<file path="src/rtl/pipe_stage_reg_pkg.sv">
// Shared pipeline definitions: stage state encoding, NOP payload, stage widths.
package pipe_stage_reg_pkg;

  // Payload widths of the classic five-stage boundaries.
  localparam int unsigned IF_ID_W  = 64;
  localparam int unsigned ID_EX_W  = 160;
  localparam int unsigned EX_MEM_W = 112;
  localparam int unsigned MEM_WB_W = 72;

  // All-zero payload doubles as the NOP that fills empty slots.
  localparam logic [IF_ID_W-1:0] NOP_BUBBLE = '0;

  // Width of the occupancy report (0..2 entries).
  localparam int unsigned OCC_W = 2;

  // Entry-count state of an elastic stage.
  typedef enum logic [1:0] {
    EMPTY = 2'd0,
    HALF  = 2'd1,
    FULL  = 2'd2
  } stage_state_e;

  // IF/ID payload layout.
  typedef struct packed {
    logic [31:0] pc;
    logic [31:0] instr;
  } if_id_payload_t;

  // Number of entries held in a given state.
  function automatic logic [OCC_W-1:0] state_occupancy(input stage_state_e s);
    logic [OCC_W-1:0] occ;
    occ = OCC_W'(0);
    case (s)
      EMPTY:   occ = OCC_W'(0);
      HALF:    occ = OCC_W'(1);
      FULL:    occ = OCC_W'(2);
      default: occ = OCC_W'(0);
    endcase
    return occ;
  endfunction

endpackage

</file>
<file path="src/rtl/pipe_stage_reg_if.sv">
// Valid/ready handshake bundle on both sides of a pipeline stage register.
interface pipe_stage_reg_if #(
  parameter int unsigned WIDTH = 64
) ();

  logic             in_valid_i;
  logic             in_ready_o;
  logic [WIDTH-1:0] in_data_i;
  logic             out_valid_o;
  logic             out_ready_i;
  logic [WIDTH-1:0] out_data_o;

  // Stage-side view: consumes upstream payload, produces downstream payload.
  modport slave (
    input  in_valid_i,
    input  in_data_i,
    input  out_ready_i,
    output in_ready_o,
    output out_valid_o,
    output out_data_o
  );

  // Environment-side view: drives upstream payload and downstream ready.
  modport master (
    output in_valid_i,
    output in_data_i,
    output out_ready_i,
    input  in_ready_o,
    input  out_valid_o,
    input  out_data_o
  );

endinterface

</file>
<file path="src/rtl/pipe_stage_reg_sat_counter.sv">
// CNT_W-bit saturating accumulator with a 0..2 increment per enabled cycle.
module sat_counter #(
  parameter int unsigned CNT_W = 16
) (
  input  logic             clk_i,
  input  logic             rst_i,
  input  logic             en_i,
  input  logic [1:0]       inc_i,
  output logic [CNT_W-1:0] cnt_o
);

  logic [CNT_W-1:0] cnt_q;
  logic [CNT_W-1:0] cnt_d;
  logic [CNT_W:0]   sum_c;

  // One spare bit catches the carry; any carry means the count is pinned at max.
  always_comb begin
    sum_c = {1'b0, cnt_q} + (CNT_W+1)'(inc_i);
    cnt_d = cnt_q;
    if (en_i) begin
      cnt_d = sum_c[CNT_W] ? {CNT_W{1'b1}} : sum_c[CNT_W-1:0];
    end
  end

  // Count register with synchronous clear.
  always_ff @(posedge clk_i) begin
    if (rst_i) begin
      cnt_q <= '0;
    end else begin
      cnt_q <= cnt_d;
    end
  end

  assign cnt_o = cnt_q;

endmodule

</file>
<file path="src/rtl/pipe_stage_reg.sv">
// Generic pipeline stage register: valid/ready payload with freeze, flush
// (bubble insertion), optional skid entry and a squash counter.
module pipe_stage_reg
  import pipe_stage_reg_pkg::*;
#(
  parameter int unsigned      WIDTH  = 64,
  parameter int unsigned      SKID   = 1,
  parameter logic [WIDTH-1:0] BUBBLE = {WIDTH{1'b0}},
  parameter int unsigned      CNT_W  = 16
) (
  input  logic                 clk_i,
  input  logic                 rst_i,
  input  logic                 freeze_i,
  input  logic                 flush_i,
  pipe_stage_reg_if.slave      bus,
  output logic [OCC_W-1:0]     occupancy_o,
  output logic [CNT_W-1:0]     squash_cnt_o
);

  stage_state_e     state_q;
  logic [WIDTH-1:0] main_q;
  logic [WIDTH-1:0] skid_q;

  logic             in_ready;
  logic             in_fire;
  logic             out_fire;
  logic             held_valid;

  assign held_valid = (state_q != EMPTY);

  // Ready and fire terms; with a skid entry, ready depends only on our own state.
  always_comb begin
    in_ready = 1'b0;
    if (!freeze_i) begin
      if (SKID != 0) begin
        in_ready = (state_q != FULL);
      end else begin
        in_ready = (state_q == EMPTY) || bus.out_ready_i;
      end
    end
    in_fire  = bus.in_valid_i & in_ready & ~flush_i;
    out_fire = held_valid & bus.out_ready_i & ~freeze_i & ~flush_i;
  end

  // Entry FSM and payload registers; empty slots always hold BUBBLE.
  always_ff @(posedge clk_i) begin
    if (rst_i) begin
      state_q <= EMPTY;
      main_q  <= BUBBLE;
      skid_q  <= BUBBLE;
    end else if (freeze_i) begin
      state_q <= state_q;
      main_q  <= main_q;
      skid_q  <= skid_q;
    end else if (flush_i) begin
      state_q <= EMPTY;
      main_q  <= BUBBLE;
      skid_q  <= BUBBLE;
    end else begin
      case (state_q)
        EMPTY: begin
          if (in_fire) begin
            state_q <= HALF;
            main_q  <= bus.in_data_i;
          end
        end
        HALF: begin
          if (in_fire && out_fire) begin
            main_q <= bus.in_data_i;
          end else if (in_fire && (SKID != 0)) begin
            state_q <= FULL;
            skid_q  <= bus.in_data_i;
          end else if (out_fire) begin
            state_q <= EMPTY;
            main_q  <= BUBBLE;
          end
        end
        FULL: begin
          if (out_fire) begin
            state_q <= HALF;
            main_q  <= skid_q;
            skid_q  <= BUBBLE;
          end
        end
        default: begin
          state_q <= EMPTY;
          main_q  <= BUBBLE;
          skid_q  <= BUBBLE;
        end
      endcase
    end
  end

  // Outputs come straight from the state and payload registers.
  assign bus.in_ready_o  = in_ready;
  assign bus.out_valid_o = held_valid;
  assign bus.out_data_o  = main_q;
  assign occupancy_o     = state_occupancy(state_q);

  // Entries killed by a flush; frozen cycles never count.
  sat_counter #(
    .CNT_W (CNT_W)
  ) u_squash_cnt (
    .clk_i (clk_i),
    .rst_i (rst_i),
    .en_i  (flush_i & ~freeze_i),
    .inc_i (occupancy_o),
    .cnt_o (squash_cnt_o)
  );

endmodule

</file>
<file path="src/flat_wrapper.sv">
// flat-port wrapper written by rule: the top's interface ports become plain ports
module pipe_stage_reg_flat import pipe_stage_reg_pkg::*;
#(
  parameter int unsigned      WIDTH  = 64,
  parameter int unsigned      SKID   = 1,
  parameter logic [WIDTH-1:0] BUBBLE = {WIDTH{1'b0}},
  parameter int unsigned      CNT_W  = 16
)
  (clk_i, rst_i, freeze_i, flush_i, occupancy_o, squash_cnt_o, bus_in_valid_i, bus_in_data_i, bus_out_ready_i, bus_in_ready_o, bus_out_valid_o, bus_out_data_o);
  pipe_stage_reg_if #(.WIDTH(WIDTH)) bus_i ();
  input  logic clk_i;
  input  logic rst_i;
  input  logic freeze_i;
  input  logic flush_i;
  output logic [OCC_W-1:0] occupancy_o;
  output logic [CNT_W-1:0] squash_cnt_o;
  input wire logic [$bits(bus_i.in_valid_i)-1:0] bus_in_valid_i;
  input wire logic [$bits(bus_i.in_data_i)-1:0] bus_in_data_i;
  input wire logic [$bits(bus_i.out_ready_i)-1:0] bus_out_ready_i;
  output wire logic [$bits(bus_i.in_ready_o)-1:0] bus_in_ready_o;
  output wire logic [$bits(bus_i.out_valid_o)-1:0] bus_out_valid_o;
  output wire logic [$bits(bus_i.out_data_o)-1:0] bus_out_data_o;
  assign bus_i.in_valid_i = bus_in_valid_i;
  assign bus_i.in_data_i = bus_in_data_i;
  assign bus_i.out_ready_i = bus_out_ready_i;
  assign bus_in_ready_o = bus_i.in_ready_o;
  assign bus_out_valid_o = bus_i.out_valid_o;
  assign bus_out_data_o = bus_i.out_data_o;
  pipe_stage_reg #(.WIDTH(WIDTH), .SKID(SKID), .BUBBLE(BUBBLE), .CNT_W(CNT_W)) u_core (.clk_i(clk_i), .rst_i(rst_i), .freeze_i(freeze_i), .flush_i(flush_i), .bus(bus_i), .occupancy_o(occupancy_o), .squash_cnt_o(squash_cnt_o));
endmodule
</file>
<file path="config.mk">
export PLATFORM = sky130hd
export DESIGN_NAME = pipe_stage_reg_flat
export DESIGN_NICKNAME = d
export VERILOG_FILES = /design/src/rtl/pipe_stage_reg_pkg.sv /design/src/rtl/pipe_stage_reg_if.sv /design/src/rtl/pipe_stage_reg_sat_counter.sv /design/src/rtl/pipe_stage_reg.sv /design/src/flat_wrapper.sv
export SDC_FILE = /design/constraint.sdc
export NUM_CORES = 1
export LEC_CHECK = 0
export BUFFER_PORTS_ARGS = -buffer_cell sky130_fd_sc_hd__buf_2
export CAP_MARGIN = 20
export CORE_UTILIZATION = 53
export CTS_BUF_LIST = sky130_fd_sc_hd__clkbuf_8
export DETAILED_ROUTE_END_ITERATION = 16
export PLACE_DENSITY = 0.83
export SLEW_MARGIN = 10
export SYNTH_ARGS = -nofsm -noshare
export SYNTH_HDL_FRONTEND = slang
export SYNTH_SLANG_ARGS = --single-unit
</file>
<file path="constraint.sdc">
create_clock -name clk_i -period 3.4 [get_ports clk_i]
set_input_delay 0.68 -clock clk_i [delete_from_list [all_inputs] [get_ports clk_i]]
set_output_delay 0.68 -clock clk_i [all_outputs]
set_load 0.02 [all_outputs]
</file>
* Word level (Yosys, flattened, before mapping)
Index checks and enable logic that the tools add are counted. Widths: inputs -> output; s select.
Word-level totals: flip-flop bits (word level) 146, latch bits 0, memory bits (writable) 0, memory bits (read-only) 0, input port bits 70, output and inout bits 84, word-level logic and storage cells 50, memories 0
Operators by class: add/subtract/negate cells 1, $mul 0, div/mod/pow operators 0, $lt $le $gt $ge 0, eq/ne operators 11, shifts and indexed selects 0, muxes and demuxes 20, bitwise logic cells 8, reductions and logical operators 6
Operators by type and width (count):
- $mux 64 | 8
- $pmux 64 s3 | 2
- $add 16x2->17 | 1
- $mux 16 | 1
- $reduce_and 5->1 | 3
- $mux 2 | 6
- $ne 3x2->1 const B | 3
- $ne 4x2->1 const B | 2
- $and 1x1->1 | 6
- $pmux 2 s3 | 1
- $ne 2x2->1 const B | 2
- $ne 4x4->1 const B | 1
- $pmux 2 s2 | 1
- $ne 3x3->1 const B | 1
- $eq 2x1->1 const B | 1
- $eq 2x2->1 const B | 1
- $logic_not 2->1 | 1
- $not 1->1 | 2
- $reduce_bool 2->1 | 1
- $logic_and 1x1->1 | 1
- $mux 1 | 1

* Depth between registers and ports, before layout
word-level depth 9, mapped depth 9, gate-level depth less buffers 7

* Modules after synthesis
From an unflattened synthesis, not the netlist that was laid out.
Second synthesis, totals: cells, all modules 831, area total of the unflattened synthesis 7314.5 um^2
By module, submodules not included:
- pipe_stage_reg | instances 1, cells an instance 742, area an instance 6461.2 um^2, sequential area each 2602.5 um^2
- sat_counter | instances 1, cells an instance 89, area an instance 853.3 um^2, sequential area each 320.3 um^2

* Worst setup path after synthesis
No wires, ideal clock.
path type register to register, start register u_core.state_q[1], end register u_core.u_squash_cnt.cnt_q[13], in the netlist u_core.u_squash_cnt.cnt_o[13], library setup time 0.074 ns, data arrival time 2.304 ns, data required time 3.326 ns, setup slack 1.022 ns, cell stages (with the launch flop) 10, buffers on the path 2, period minus slack after synthesis 2.378 ns, cells stage by stage dfxtp_1 -> buf_2 -> and2b_1 -> nand2_1 -> fa_1 -> and4bb_1 -> and3_1 -> nand3_1 -> clkbuf_1 -> a31oi_1
Between the ends: word-level cells in the longest chain between the ends 4, elaborated cells on any way between the ends 5, classes of those cells 1 x add/sub; 2 x eq/ne; 2 x mux
RTL lines:
- start, declared | RTL line pipe_stage_reg.sv:20 | stage_state_e state_q;
- start signal, assigned | RTL line pipe_stage_reg.sv:52 | state_q <= state_q;
- $eq 2x2->1 / $eq 2x1->1 (equally long branches) | RTL line pipe_stage_reg_pkg.sv:33 | case (s)
- $pmux 2 s2 (*) | RTL line pipe_stage_reg_pkg.sv:33
- named net occupancy_o[0] | RTL line flat_wrapper.sv:15 | output logic [OCC_W-1:0] occupancy_o;
- $add 16x2->17 (*) | RTL line pipe_stage_reg_sat_counter.sv:18 | sum_c = {1'b0, cnt_q} + (CNT_W+1)'(inc_i);
- $mux 16 (*) | RTL line pipe_stage_reg_sat_counter.sv:21 | cnt_d = sum_c[CNT_W] ? {CNT_W{1'b1}} : sum_c[CNT_W-1:0];
- end signal, assigned | RTL line pipe_stage_reg_sat_counter.sv:30 | cnt_q <= cnt_d;
- end, declared | RTL line pipe_stage_reg_sat_counter.sv:12 | logic [CNT_W-1:0] cnt_q;
Mark *: on every way through the listed nets, which the timed path passes. The rest lies on a longest branch. A chain may end at the register's enable or synchronous reset.

* Worst setup path after layout
start register u_core.state_q[0], end output port bus_out_valid_o
Between the ends: word-level cells in the longest chain between the ends 1
RTL lines:
- $reduce_bool 2->1 | RTL line pipe_stage_reg.sv:29 | assign held_valid = (state_q != EMPTY);
- end, declared | RTL line flat_wrapper.sv:21 | output wire logic [$bits(bus_i.out_valid_o)-1:0] bus_out_valid_o;
No other way between the ends.

==> flow_metrics.tcl <==
set metrics [dict create \
    design_area_um2 8530 \
    cts.sinks 146 \
    drc 0 \
    chipHeight_um 119 \
    crit_type "register to output port" \
    numCtsBuffers 17 \
    tritoncts "yes" \
    hold_violations 0 \
    cp.arrival_ns 2.04 \
    postSynthCellCount 899 \
    reg2reg_slack_ns 0.69 \
    yosys.cell_types.count 44 \
    clk_latency_ns 0.45 \
    multiInputGateArea_um2 3750 \
    num_io_pins 154 \
    ir_drop_uv 254 \
    post_cts_resized 0 \
    synth-edff-count 0 \
    worstPathRequired_ns 2.72 \
    start_util_pct 54.6 \
    hold_class "register to register" \
    syn_area_um2 7260 \
    postRouteAntennaNets 0 \
    ys_warn_count 0 \
    cts_hold_buf 0 \
    cp-end-kind "output port" \
    cts_setup_buffers 0 \
    combPwrFrac_pct 9.8 \
    fmax_ghz 0.367 \
    clockBufferDepth 2 \
    totalWireLength_um 17800 \
    die_w_um 119 \
    power.leakage_nw 3.77 \
    detailed_place_hpwl_um 10800 \
    grt_max_degree 103 \
    period_needed_ns 2.72 \
    cts-htree-levels 4 \
    pwr-share-seq_pct 47.3 \
    rsz0062_at_grt "false" \
    dpl-instance-area_um2 8050 \
    p_sw_share_pct 23.8 \
    dp_cells 1164 \
    fillers 1176 \
    yosysSeqAreaShare_pct 40.2 \
    start_kind "register" \
    final_cells 1197 \
    gp_congestion 0.883 \
    drive_above_1_share_pct 20.5 \
    power.density_nw_per_um2 435 \
    register_area_um2 2930 \
    overflow 0 \
    rows 42 \
    synthFlopType "dfxtp_1" \
    root_buffer "clkbuf_8" \
    clkPwrFrac_pct 42.9 \
    nets 1079 \
    worstPathMaxFanout 55 \
    status "complete, no violations" \
    first_pass_iters 5 \
    synthArstFlopShare_pct 0 \
    antenna_found_initial 1 \
    worst_pin_slew_ns 0.684 \
    max_slew_margin_pct 54.4 \
    grt_pass1_vias 6245 \
    setup_tns_ns 0 \
    clkTransAtPathRegs_ns 0.07 \
    p_sw_mw 0.883 \
    period_share_pct 80.1 \
    skew_ns 0.00922 \
    via_count 6484 \
    drt-initial-drc-count 446 \
    io_buffers 153 \
    core_um2 13300 \
    synth_nets 971 \
    p_int_mw 2.82 \
    area_delta_synth_final_pct 17.4 \
    viasPerCell 5.42 \
    die_area_um2 14200 \
    avgSynthCellArea_um2 8.08 \
    final_core_util_pct 64.1 \
    routedWlPerCell_um 14.9 \
    maxSlewViolCount 0 \
    drv_cap 0 \
    grt_pass1_wl_um 29500 \
    setup_violations 0 \
    ys_ff_latch 146 \
    grtUsageTotal_pct 25.9 \
]
==> synth_stat cells (2+ instances only) <==
cell | instances | share of area (%)
a211oi_1 | 65 | 6.7
a21oi_1 | 77 | 5.3
a311oi_1 | 2 | 0.24
a31oi_1 | 2 | 0.17
and2_1 | 65 | 5.6
and3_1 | 3 | 0.26
and4_1 | 2 | 0.24
and4b_1 | 2 | 0.28
buf_1 | 2 | 0.10
buf_2 | 16 | 1.1
buf_6 | 8 | 1.2
clkbuf_1 | 51 | 2.6
dfxtp_1 | 146 | 40
inv_1 | 69 | 3.6
mux2i_1 | 66 | 9.1
nand2_1 | 135 | 7.0
nand2b_1 | 65 | 5.6
nand3_1 | 3 | 0.21
nand4_1 | 4 | 0.34
nor2_1 | 6 | 0.31
nor2b_1 | 3 | 0.26
nor3_1 | 3 | 0.21
nor4b_1 | 2 | 0.24
o2111ai_1 | 3 | 0.36
o21ai_0 | 40 | 2.8
o21ai_1 | 31 | 2.1
or2_2 | 2 | 0.17
or3_1 | 2 | 0.17
xor2_1 | 9 | 1.1
==> kinds of logic after synthesis <==
kind of cell	synth area share, %
adders and majority gates	0.448
DFF	40.2
xor gates and xnor gates	1.09
buffers and inverters	8.65
muxes	9.25
and+or+nand+nor	21.8
AOI/OAI and AO/OA	18.5
==> path summary, 6_finish.rpt <==
path / end / cells past startpoint / startpoint
worst max-delay path: bus_out_valid_o / 3 / u_core.state_q[0]
worst min-delay path: u_core.bus.out_data_o[57] / 2 / u_core.bus.out_data_o[57]
worst max register to register: u_core.u_squash_cnt.cnt_o[13] / 7 / u_core.state_q[0]
worst min register to register: u_core.bus.out_data_o[57] / 2 / u_core.bus.out_data_o[57]
==> critical path, cell delays in order (launching register included) <==
cell and delay, ns:
dfxtp_2 0.57, buf_4 0.63, or2_2 0.22, buf_2 0.15
==> layer usage <==
layer	share of wire (%)	wire, um	global-route usage (%)	vias to the layer above
li1	-	-	-	3222
met1	44	7760	30.9	3054
met2	48	8620	44.3	182
met3	5.9	1050	6.08	26
met4	2.0	363	11.0	0
met5	0	0	0	-
==> flip-flops by register name (all words and copies together) (netlist names) <==
signal / flops
u_core.u_squash_cnt.cnt_o: 16
u_core.state_q: 2
u_core.skid_q: 64
u_core.bus.out_data_o: 64
==> power by group through the flow <==
| stage | combinational (mW) | clock, mW | sequential (mW) |
|---|---|---|---|
| finish | 0.364 | 1.59 | 1.75 |
| global route | 0.398 | 1.69 | 1.76 |
| CTS | 0.365 | 1.62 | 1.75 |
| detailed placement | 0.364 | 0 | 1.79 |
| global placement | 0.360 | 0 | 1.79 |
| floorplan | 0.218 | 0 | 1.82 |
==> stage by stage <==
stage	hold WS (ns)	total power, mW	worst slack [ns]
after CTS	0.449	3.73	0.688
after floorplan	0.447	2.04	1.02
final	0.452	3.71	0.677
after global routing	0.463	3.85	0.480
after global placement	0.439	2.15	0.889
after detailed placement	0.443	2.16	0.735
==> final cells by class <==
cell class	count	area share, %
Antenna cell	1	0.0293
Clock buffer	21	3.39
Clock inverter	11	2.13
Inverter	69	3.04
Multi-Input combinational cell	607	43.9
Sequential cell	146	34.3
Tap cell	176	2.58
Timing Repair Buffer	166	10.6
==> layout by cell type (no fill, tap or decap), drive strengths merged, types with 2 or more instances in the layout <==
master,netlist,routed
dfxtp,146,146
inv,69,70
clkbuf,51,21
xor2,9,9
and4b,2,2
clkinv,0,4
a211oi,65,65
bufinv,0,5
mux2i,66,66
nand2,135,135
nand4,4,4
a311oi,2,2
or2,2,2
nand2b,65,65
a21oi,77,77
nand3,3,3
o2111ai,3,3
nor2b,3,3
a31oi,2,2
nor4b,2,2
or3,2,2
buf,26,166
o21ai,71,71
and3,3,3
and2,65,65
nor3,3,3
nor2,6,6
and4,2,2
(Power assumes the default switching activity.)
